<file path="config.mk">
export PLATFORM = sky130hd
export DESIGN_NAME = sn74hc165_reader
export DESIGN_NICKNAME = d
export VERILOG_FILES = /design/src/rtl/sn74hc165_reader.sv
export SDC_FILE = /design/constraint.sdc
export NUM_CORES = 1
export LEC_CHECK = 0
export ABC_CLOCK_PERIOD_IN_PS = 3900
export CELL_PAD_IN_SITES_DETAIL_PLACEMENT = 0
export CELL_PAD_IN_SITES_GLOBAL_PLACEMENT = 1
export CORE_MARGIN = 2
export CORE_UTILIZATION = 37
export CTS_BUF_LIST = sky130_fd_sc_hd__clkbuf_8
export CTS_CLUSTER_SIZE = 24
export DETAILED_ROUTE_END_ITERATION = 10
export GPL_TIMING_DRIVEN = 0
export PLACE_DENSITY_LB_ADDON = 0.1
export SLEW_MARGIN = 20
export SYNTH_ARGS = -nofsm -noshare
export SYNTH_HDL_FRONTEND = slang
export SYNTH_SLANG_ARGS = --single-unit
</file>
<file path="constraint.sdc">
create_clock -name clk -period 3.9 [get_ports clk]
set_clock_uncertainty 0.05 [all_clocks]
set_input_delay 0.975 -clock clk [delete_from_list [all_inputs] [get_ports clk]]
set_output_delay 0.975 -clock clk [all_outputs]
set_load 0.1 [all_outputs]
</file>
<file path="src/rtl/sn74hc165_reader.sv">
// ---------------------------------------------------------------------------
// sn74hc165_reader
//
// Reads a chain of SN74HC165 PISO shift registers into the fabric. One scan
// has four parts. The parallel inputs are loaded with SH/LD_n low. The chain
// is then left to settle. Next the bits are clocked out on o_sck. Last, the
// captured word is presented with a one-cycle valid pulse.
//
// Every phase lasts CLK_DIV system cycles. A scan takes 2*CLK_DIV*WIDTH busy
// cycles, followed by one DONE cycle that carries o_valid.
//
// Parameters
//   WIDTH       : bits per scan (8 x number of chained devices), 8..64
//   CLK_DIV     : phase length / shift-clock half period in clk cycles, >= 3
//   AUTO_PERIOD : 0 = scan on i_start only; N > 0 = internal request every N
//
// Ports
//   clk, rst_n : system clock, async active-low reset
//   i_start    : one-cycle scan request (accepted in IDLE or DONE)
//   i_qh       : serial data from QH of the device nearest the FPGA (async)
//   o_ld_n     : SH/LD_n to all devices, 0 = parallel load
//   o_sck      : shift clock to all devices (devices shift on its rising edge)
//   o_data     : last completed scan, MSB = first bit shifted out
//   o_valid    : one-cycle pulse when o_data updates
//   o_busy     : high while a scan is in progress
// ---------------------------------------------------------------------------
module sn74hc165_reader #(
  parameter int WIDTH       = 8,
  parameter int CLK_DIV     = 6000,
  parameter int AUTO_PERIOD = 0
) (
  input  logic             clk,
  input  logic             rst_n,
  input  logic             i_start,
  input  logic             i_qh,
  output logic             o_ld_n,
  output logic             o_sck,
  output logic [WIDTH-1:0] o_data,
  output logic             o_valid,
  output logic             o_busy
);

  localparam int PW = (CLK_DIV > 1) ? $clog2(CLK_DIV) : 1;
  localparam int BW = $clog2(WIDTH + 1);

  typedef enum logic [2:0] {
    S_IDLE,
    S_LOAD,
    S_SETTLE,
    S_HIGH,
    S_LOW,
    S_DONE
  } state_t;

  state_t           state;
  logic [PW-1:0]    phase;
  logic [BW-1:0]    bitcnt;
  logic [WIDTH-1:0] shreg;
  logic [WIDTH-1:0] shreg_nxt;
  logic [1:0]       qh_sync;
  logic             qh;
  logic             auto_tick;
  logic             start_req;
  logic             phase_last;

  // QH is driven by an off-chip device clocked by o_sck, so it is asynchronous
  // to clk. The phase length of at least 3 cycles leaves the two-flop
  // synchroniser time to settle before each sample is taken.
  always_ff @(posedge clk or negedge rst_n) begin
    if (!rst_n) qh_sync <= '0;
    else        qh_sync <= {qh_sync[0], i_qh};
  end

  assign qh = qh_sync[1];

  // Free-running auto-scan counter. The tick is registered, so it becomes
  // visible in the cycle after the counter wraps to 0. If the FSM is busy
  // when the tick arrives, the tick is lost.
  generate
    if (AUTO_PERIOD > 0) begin : g_auto
      localparam int AW = (AUTO_PERIOD > 1) ? $clog2(AUTO_PERIOD) : 1;
      logic [AW-1:0] auto_cnt;
      always_ff @(posedge clk or negedge rst_n) begin
        if (!rst_n) begin
          auto_cnt  <= '0;
          auto_tick <= 1'b0;
        end else begin
          auto_tick <= (auto_cnt == AW'(AUTO_PERIOD - 1));
          auto_cnt  <= (auto_cnt == AW'(AUTO_PERIOD - 1)) ? '0 : auto_cnt + AW'(1);
        end
      end
    end else begin : g_no_auto
      assign auto_tick = 1'b0;
    end
  endgenerate

  // Shift the synchronised QH into bit 0. Earlier bits move up toward the MSB,
  // so the first bit out of the chain ends up as the MSB.
  generate
    if (WIDTH == 1) begin : g_sh1
      assign shreg_nxt = qh;
    end else begin : g_shn
      assign shreg_nxt = {shreg[WIDTH-2:0], qh};
    end
  endgenerate

  assign start_req  = i_start | auto_tick;
  assign phase_last = (phase == PW'(CLK_DIV - 1));

  // The outputs are registered and are set on the transition into each state,
  // so pin levels change exactly when the state changes. o_sck rises on entry
  // to HIGH, which is when the devices shift.
  always_ff @(posedge clk or negedge rst_n) begin
    if (!rst_n) begin
      state   <= S_IDLE;
      phase   <= '0;
      bitcnt  <= '0;
      shreg   <= '0;
      o_ld_n  <= 1'b1;
      o_sck   <= 1'b0;
      o_data  <= '0;
      o_valid <= 1'b0;
      o_busy  <= 1'b0;
    end else begin
      o_valid <= 1'b0;
      case (state)
        // DONE accepts a request exactly as IDLE does, so back-to-back scans
        // have no dead cycle.
        S_IDLE, S_DONE: begin
          phase  <= '0;
          bitcnt <= '0;
          o_sck  <= 1'b0;
          if (start_req) begin
            state  <= S_LOAD;
            o_ld_n <= 1'b0;
            o_busy <= 1'b1;
          end else begin
            state  <= S_IDLE;
            o_ld_n <= 1'b1;
            o_busy <= 1'b0;
          end
        end

        S_LOAD: begin
          if (phase_last) begin
            phase  <= '0;
            state  <= S_SETTLE;
            o_ld_n <= 1'b1;
          end else begin
            phase <= phase + 1'b1;
          end
        end

        // After the load, QH already shows the first bit. It is captured
        // before any shift clock is sent.
        S_SETTLE: begin
          if (phase_last) begin
            phase  <= '0;
            shreg  <= shreg_nxt;
            bitcnt <= BW'(1);
            if (WIDTH == 1) begin
              state   <= S_DONE;
              o_data  <= shreg_nxt;
              o_valid <= 1'b1;
              o_busy  <= 1'b0;
            end else begin
              state <= S_HIGH;
              o_sck <= 1'b1;
            end
          end else begin
            phase <= phase + 1'b1;
          end
        end

        S_HIGH: begin
          if (phase_last) begin
            phase <= '0;
            state <= S_LOW;
            o_sck <= 1'b0;
          end else begin
            phase <= phase + 1'b1;
          end
        end

        // The sample is taken at the end of LOW, a full sck period after the
        // rising edge, so the new QH has had time to pass the synchroniser.
        // The last bit goes straight into o_data on the same edge.
        S_LOW: begin
          if (phase_last) begin
            phase  <= '0;
            shreg  <= shreg_nxt;
            bitcnt <= bitcnt + 1'b1;
            if (bitcnt == BW'(WIDTH - 1)) begin
              state   <= S_DONE;
              o_data  <= shreg_nxt;
              o_valid <= 1'b1;
              o_busy  <= 1'b0;
            end else begin
              state <= S_HIGH;
              o_sck <= 1'b1;
            end
          end else begin
            phase <= phase + 1'b1;
          end
        end

        default: begin
          state  <= S_IDLE;
          phase  <= '0;
          o_ld_n <= 1'b1;
          o_sck  <= 1'b0;
          o_busy <= 1'b0;
        end
      endcase
    end
  end

endmodule

</file>
==> impl_metrics.py <==
metrics = {
    "synth": {
        "ys.flop_type": "dfrtp_1",
        "synth-seq-cells": 41,
        "ys_seq_area_share_pct": 53.0,
        "synth_cell_type_count": 38,
        "synth_edf_count": 0,
        "syn-cell-area_um2": 1940,
        "syn_inst": 175,
        "synthArstFlopShare_pct": 100,
        "yosysWarnings": 0,
        "syn_nets": 181,
        "syn_area_per_cell_um2": 11.1,
    },
    "floorplanning": {
        "die_w_um": 76.4,
        "start_util_pct": 38.2,
        "rows": 26,
        "die_area_um2": 5830,
        "coreArea_um2": 5070,
        "die_h_um": 76.4,
        "ios": 16,
    },
    "drt": {
        "vias": 1368,
        "vias_per_cell": 5.09,
        "dr.pass1.iters": 4,
        "wl_per_cell_um": 13.7,
        "drt-total-wl_um": 3690,
        "drc_errors": 0,
        "drt_iter0_drc": 58,
        "antenna_left": 0,
    },
    "power_and_ir_drop": {
        "power_density_nw_per_um2": 319,
        "leakage_uw": 0.00102,
        "max-vdd-ir-drop_v": 0.000140,
    },
    "sta": {
        "rsz0062_at_grt": "no",
        "holdWs_ps": 307,
        "min_period_over_period_pct": 76.8,
        "setup_viol": 0,
        "slew_viol_final": 0,
        "fin_crit_ps": 3000,
        "max_freq_ghz": 0.334,
        "hold_viol": 0,
        "slew_headroom_pct": 35.0,
        "worstMarginPinSlew_ps": 972,
        "setup_tns_ps": 0,
    },
    "global_route": {
        "track_usage_pct": 13.7,
        "grt_pass1_vias": 1360,
        "grt_pass1_wl_um": 6500,
        "grt_antenna_before_repair": 0,
        "grt_max_degree": 27,
        "grt_overflow": 0,
    },
    "placement": {
        "dpl.hpwl_um": 2620,
        "io_buffers": 15,
        "place_congestion": 0.814,
    },
    "cells_and_area": {
        "multi_input_area_um2": 852,
        "mostFrequentLayoutCells": "dfrtp_1 (40), nor2_1 (22), clkdlybuf4s50_1 (14)",
        "drive_gt1_share_pct": 16.1,
        "antenna_cells": 0,
        "fin_util_pct": 45.0,
        "layout_commonest_cell": "dfrtp_1",
        "final_nets": 204,
        "fill_cells": 501,
        "syn_to_final_growth_pct": 17.9,
        "seq_area_um2": 1030,
    },
    "worst_setup_path": {
        "arrival_ps": 1970,
        "cp_max_fo": 3,
        "crit_family": "buffers and inverters",
        "worstPathCellList": "clkdlybuf4s50_1",
        "r2r_cells": 5,
        "crit_path_start_kind": "register",
        "crit_buf_inv": 1,
        "crit_type": "register to output port",
        "end_kind": "output port",
        "cp.depth": 1,
        "cp_slowest_cell": "clkdlybuf4s50_1",
        "cp.required_ps": 2870,
        "cp_slowest_stage_delay_ps": 1130,
    },
    "clock_tree": {
        "clock_path_buffers": 2,
        "h-tree-depth": 2,
        "post-cts-setup-buffers": 0,
        "ctsResizeCount": 0,
        "hold_buffers": 0,
        "cts_root_buffer": "clkbuf_8",
        "path_clk_slew_ps": 90,
        "clock_latency_ps": 300,
        "cts_tree": "yes",
        "cts_sinks": 41,
        "cts_made_buffers": 5,
    },
    "worst_hold_path": {
        "hold_path_depth": 0,
        "holdCritPathClass": "register to register",
    },
    "job": {
        "drv_cap": 0,
    },
    "status": {
        "status": "finished, final reports clean",
    },
}
## metal layers
metal,vias up,routed length (µm),GRT usage [%]
met1,659,1840,19.5
met3,8,168,2.49
met2,32,1630,20.7
li1,669,-,-
met4,0,61,5.45
met5,-,0,0
## synth_stat cells, types with 2 or more instances
cell      number  area share, %
o41ai_1        3            1.4
nand3b_1       2           0.77
nand3_1       10            2.6
and3_1         3           0.97
o211ai_1       5            1.9
inv_1          4           0.77
mux2_2         7            4.1
ha_1           2            1.3
dfrtp_1       40             52
and2_1         4            1.3
nand4_1        2           0.65
a21oi_1        6            1.6
clkbuf_1       7            1.4
nand2_1        8            1.6
nor2_1        22            4.3
xnor2_1        8            3.6
a22oi_1        4            1.6
xor2_1         4            1.8
mux2_4         8            6.2
o21ai_0        8            2.1
## metrics by stage
step	power (µW)	area [µm²]	std cells	setup WS [ps]
floorplan	435	1940	175	1340
global placement	447	2170	260	807
detailed placement	450	2190	261	1190
CTS	740	2280	269	893
global route	763	2280	269	859
finish	727	2280	269	904
## registers in the layout (all words and copies together), names as in the netlist
signal / count
phase: 13
o_data: 8
shreg: 7
bitcnt: 4
state: 3
qh_sync: 2
o_busy: 1
o_ld_n: 1
o_sck: 1
o_valid: 1
## area by class of cell
type	instances	share of cell area, %
Multi-Input combinational cell	121	37.3
Timing Repair Buffer	16	7.23
Clock buffer	5	3.01
Inverter	4	0.658
Clock inverter	3	1.10
Tap cell	70	3.84
Buffer	9	1.86
Sequential cell	41	45.0
## report_power, final
part	total [µW]	switching [µW]	internal (µW)	leakage [µW]
Combinational	14.2	9.70	4.48	0.000433
Sequential	426	0.352	426	0.000540
Clock	287	158	129	0.0000447
## cell families after synthesis
family	after synthesis	share of synthesized area [%]
xor gates and xnor gates	12	5.43
adders and majority gates	2	1.29
buffers and inverters	13	2.97
and+or+nand+nor	62	16.7
AOI/OAI and AO/OA	30	10.3
DFF	41	53.0
muxes	15	10.3
## worst paths after layout
check | startpoint | end | slack [ps]
worst max register to register | phase[7] | shreg[6] | 1190
worst min register to register | qh_sync[0] | qh_sync[1] | 310
min in group asynchronous | rst_n | o_data[3] | 540
worst max-delay path | o_ld_n | o_ld_n | 900
worst min-delay path | qh_sync[0] | qh_sync[1] | 310
max in group asynchronous | rst_n | o_ld_n | 2710
No activity file was read; power rests on OpenSTA's default activity.
